$ cat src/rtl/hamming_pair_encoder.sv
// Hamming(7,4) pair encoder with per-lane single-bit error injection,
// a DEPTH-entry output FIFO and wrapping word / injected-error counters.
module hamming_pair_encoder #(
    parameter int DEPTH = 4,
    parameter int CNT_W = 16
) (
    input  logic             clk,
    input  logic             rst,
    input  logic             in_valid,
    output logic             in_ready,
    input  logic [3:0]       data_a,
    input  logic [3:0]       data_b,
    input  logic [2:0]       err_pos_a,
    input  logic [2:0]       err_pos_b,
    output logic             out_valid,
    input  logic             out_ready,
    output logic [6:0]       code_word1,
    output logic [6:0]       code_word2,
    output logic [CNT_W-1:0] word_cnt,
    output logic [CNT_W-1:0] err_cnt
);

    localparam int PW = $clog2(DEPTH);
    localparam int CW = $clog2(DEPTH + 1);

    logic [13:0]      mem_q [DEPTH];
    logic [PW-1:0]    wr_ptr_q, wr_ptr_d;
    logic [PW-1:0]    rd_ptr_q, rd_ptr_d;
    logic [CW-1:0]    count_q, count_d;
    logic [CNT_W-1:0] word_cnt_q, word_cnt_d;
    logic [CNT_W-1:0] err_cnt_q, err_cnt_d;
    logic [13:0]      entry_d;
    logic             push, pop;

    // Position 1 lands in bit 6; a nonzero pos flips codeword position pos.
    function automatic logic [6:0] encode(input logic [3:0] d, input logic [2:0] pos);
        logic [6:0] cw;
        cw = {d[3] ^ d[2] ^ d[0], d[3] ^ d[1] ^ d[0], d[3],
              d[2] ^ d[1] ^ d[0], d[2], d[1], d[0]};
        if (pos != 3'd0)
            cw = cw ^ (7'h40 >> (pos - 3'd1));
        return cw;
    endfunction

    assign in_ready  = (count_q != CW'(DEPTH));
    assign out_valid = (count_q != '0);
    assign push      = in_valid && in_ready;
    assign pop       = out_valid && out_ready;

    assign code_word1 = mem_q[rd_ptr_q][13:7];
    assign code_word2 = mem_q[rd_ptr_q][6:0];
    assign word_cnt   = word_cnt_q;
    assign err_cnt    = err_cnt_q;

    always_comb begin
        entry_d    = {encode(data_a, err_pos_a), encode(data_b, err_pos_b)};
        wr_ptr_d   = wr_ptr_q;
        rd_ptr_d   = rd_ptr_q;
        count_d    = count_q;
        word_cnt_d = word_cnt_q;
        err_cnt_d  = err_cnt_q;
        if (push) begin
            wr_ptr_d   = wr_ptr_q + PW'(1);
            word_cnt_d = word_cnt_q + CNT_W'(1);
            err_cnt_d  = err_cnt_q + CNT_W'(err_pos_a != 3'd0) + CNT_W'(err_pos_b != 3'd0);
        end
        if (pop)
            rd_ptr_d = rd_ptr_q + PW'(1);
        case ({push, pop})
            2'b10:   count_d = count_q + CW'(1);
            2'b01:   count_d = count_q - CW'(1);
            default: count_d = count_q;
        endcase
    end

    always_ff @(posedge clk) begin
        if (rst) begin
            wr_ptr_q   <= '0;
            rd_ptr_q   <= '0;
            count_q    <= '0;
            word_cnt_q <= '0;
            err_cnt_q  <= '0;
            for (int i = 0; i < DEPTH; i++)
                mem_q[i] <= '0;
        end else begin
            wr_ptr_q   <= wr_ptr_d;
            rd_ptr_q   <= rd_ptr_d;
            count_q    <= count_d;
            word_cnt_q <= word_cnt_d;
            err_cnt_q  <= err_cnt_d;
            if (push)
                mem_q[wr_ptr_q] <= entry_d;
        end
    end

endmodule

$ cat config.mk
export PLATFORM = sky130hd
export DESIGN_NAME = hamming_pair_encoder
export DESIGN_NICKNAME = d
export VERILOG_FILES = /design/src/rtl/hamming_pair_encoder.sv
export SDC_FILE = /design/constraint.sdc
export NUM_CORES = 1
export LEC_CHECK = 0
export CAP_MARGIN = 25
export CORE_MARGIN = 10
export CORE_UTILIZATION = 60
export CTS_CLUSTER_DIAMETER = 40
export DETAILED_ROUTE_END_ITERATION = 8
export DONT_BUFFER_PORTS = 1
export PLACE_DENSITY = 0.76
export RECOVER_POWER = 50
export SLEW_MARGIN = 20
export SYNTH_ARGS = -nofsm -noshare
export SYNTH_HDL_FRONTEND = slang
export SYNTH_SLANG_ARGS = --single-unit
$ cat constraint.sdc
create_clock -name clk -period 3.3 [get_ports clk]
set_clock_uncertainty 0.2 [all_clocks]
set_input_delay 0.66 -clock clk [delete_from_list [all_inputs] [get_ports clk]]
set_output_delay 0.66 -clock clk [all_outputs]
set_load 0.1 [all_outputs]
==> reports/results.txt <==
status: complete, no violations
Worst EP required: 3400 ps
Row Count: 31
via count: 3018
wire per inst: 17.5 microns
# setup viols final: 0
Post-CTS Hold Fix Bufs: 0
layout cells sized above 1: 0.105
Starting DRT DRC Count: 127
Clock Sinks: 97
Syn Nets: 433
crit-path cells: clkbuf_1, ha_1, and3_1, nand4_1, or4_1, nand2_1
Lkg Pwr: 1.72 nW
maximum VDD drop: 284 uV
post-synthesis sequential area ratio: 0.551
Worst Max-Slew Pin Slew: 1410 ps
CP max stage cell: clkbuf_1
area of the core: 7290 sq um
io pins: 66
TritonRoute pass-1 iters: 4
RD Place Congestion: 0.816
gr ovfl total: 0
final net count: 457
Initial Utilization: 0.623
Hold WC Path Type: input pin to flip-flop
gr usage total: 0.170
vias per cell: 5.62
Slew headroom: 0.0582
Antenna Cells: 0
Reg2Reg Launch Point: word_cnt[1]
Max Clk Rate: 339 MHz
die area: 11500 sq um
mapped cell area: 4540 sq um
Final HPWL DP: 6800 microns
CP startpoint: word_cnt[1]
Post-Route WL: 9420 microns
final hold violations: 0
Mean Syn Cell Area: 11.1 sq um
CTS tree: built
Tmin final: 2950 ps
pin count of the biggest net entering global routing: 52
vias in the first global route: 3074
number of routed nets with antenna violations: 0
crit path DAT: 3060 ps
CTS buffer count: 9
Vert. Die Dim: 107 microns
drt drc: 0
RSZ-0062 raised after global routing: no
largest stage delay on the critical path: 1010 ps
cell count after synthesis: 410
mux share of post-synthesis cell area: 0.0793
register-to-register setup slack: 350 ps
first-pass GRT wire length: 15500 microns
Crit path max-delay family: buffers and inverters
fin util: 0.675
post-CTS sizing: 0
pwr dens: 711 nW/um^2
commonest non-fill, non-tap cell in the layout: nor2_1
Post-Synth XOR/XNOR Area: 0.0925
final worst-path cycle share: 0.894
CTS root buffer: clkbuf_8
Crit. End Element: flip-flop
Worst Hold End: err_cnt[11]
CTS max path bufs: 2
antenna violations before repair: 0
Syn. warnings: 0
Worst-path clk slew: 90 ps
Final Slew Violations: 0
worst hold start: rst
R2R depth: 6
most frequent cells in the layout: nor2_1, edfxtp_1, dfxtp_1, clkbuf_1
clk_lat worst skew: 350 ps
port buffer count: 0
max_cap viols: 0
CP Launch Type: flip-flop
reg2reg end: word_cnt[14]
compound-cell area share of the yosys netlist: 0.0259
die width: 107 microns
largest family of logic cells by synthesized area: simple AND/OR/NAND/NOR gates
post-synthesis adder-cell area fraction: 0.0171
Crit Path Category: flip-flop to flip-flop
Yosys cell types: 39
postcts setup bufs: 0
setup TNS: 0 ps
buffer and inverter count on the worst path: 1
simple-gate share of the synthesized area: 0.203
H-tree Lvls: 3
Hold Path Cell Cnt: 1
CP Max Fanout: 6
Seq cells post-synth: 97
Layout area overhead: 8.34%
## metrics by stage
| stage | std cells | cell area [sq um] | setup slack (ps) | power (mW) | hold slack [ps] |
|---|---|---|---|---|---|
| floorplan | 410 | 4540 | 81.1 | 2.66 | 275 |
| global placement | 522 | 4840 | 507 | 2.78 | 285 |
| detailed placement | 522 | 4840 | 431 | 2.82 | 295 |
| CTS | 537 | 5020 | 592 | 3.54 | 152 |
| global route | 537 | 4920 | 210 | 3.65 | 141 |
| finish | 537 | 4920 | 348 | 3.50 | 162 |
## synthesized netlist by cell type
| master | count | area (sq um) |
|---|---|---|
| a211oi_1 | 1 | 7.51 |
| a21oi_1 | 9 | 45.0 |
| a31o_2 | 1 | 8.76 |
| and2_1 | 1 | 6.26 |
| and3_1 | 5 | 31.3 |
| and4_1 | 3 | 26.3 |
| buf_1 | 1 | 3.75 |
| buf_2 | 6 | 30.0 |
| buf_6 | 1 | 11.3 |
| clkbuf_1 | 15 | 56.3 |
| dfxtp_1 | 41 | 821 |
| edfxtp_1 | 56 | 1680 |
| fa_1 | 2 | 40.0 |
| ha_1 | 3 | 37.5 |
| inv_1 | 11 | 41.3 |
| mux2_2 | 4 | 45.0 |
| mux4_2 | 14 | 315 |
| nand2_1 | 19 | 71.3 |
| nand2b_1 | 3 | 18.8 |
| nand3_1 | 13 | 65.1 |
| nand3b_1 | 4 | 30.0 |
| nand3b_2 | 1 | 11.3 |
| nand4_1 | 9 | 56.3 |
| nand4b_1 | 1 | 8.76 |
| nor2_1 | 93 | 349 |
| nor2b_1 | 5 | 31.3 |
| nor3_1 | 3 | 15.0 |
| nor3b_1 | 5 | 37.5 |
| nor4_1 | 8 | 50.1 |
| o21ai_0 | 5 | 25.0 |
| o31a_1 | 1 | 8.76 |
| o31ai_1 | 3 | 22.5 |
| or3_1 | 6 | 37.5 |
| or3_4 | 1 | 11.3 |
| or3b_2 | 2 | 17.5 |
| or4_1 | 5 | 37.5 |
| or4b_2 | 1 | 10.0 |
| xnor2_1 | 24 | 210 |
| xor2_1 | 24 | 210 |
## per-layer routing
metal,part of all wire,vias to the layer above,GRT usage,wire [microns]
met3,0.078,9,0.0635,731
li1,-,1476,-,-
met1,0.39,1453,0.190,3660
met5,0,-,0,0
met2,0.52,80,0.297,4940
met4,0.0086,0,0.0493,81
## logic make-up after synthesis
logic type                 count (synthesis)
AOI/OAI and AO/OA                         20
xor gates and xnor gates                  48
adders and majority gates                  5
buffers and inverters                     34
DFF                                       97
muxes                                     18
and+or+nand+nor                          188
## worst max path at each step
stage | endpoint | slack, ps | cells after the start
6_report | word_cnt[14] | 350 | 6
5_1_grt | word_cnt[14] | 210 | 6
4_1_cts | code_word1[2] | 590 | 1
3_5_place_dp | err_cnt[14] | 430 | 8
3_3_place_gp | err_cnt[14] | 510 | 8
2_1_floorplan | err_cnt[14] | 80 | 8
## power breakdown
part | leakage [nW] | internal (mW) | switching, mW | total [mW]
clock | 0.0887 | 0.342 | 0.402 | 0.744
sequential | 0.914 | 1.41 | 0.0635 | 1.47
combinational | 0.720 | 0.268 | 1.02 | 1.29
## final cells by class
cell class / instances / area, sq um
multi-input cells: 279 / 1890
fillers: 622 / 2370
inverters: 11 / 41.3
clock buffers: 9 / 124
repair buffers: 36 / 176
flip-flops and latches: 97 / 2500
clock inverters: 6 / 60.1
well taps: 99 / 124
## flip-flops by register name, indices dropped and copies added (netlist names), named ones only
name and count:
mem_q 56, rd_ptr_q 2, err_cnt 16, wr_ptr_q 2
word_cnt 16, count_q 3
Power figures use the tool's default switching activity.
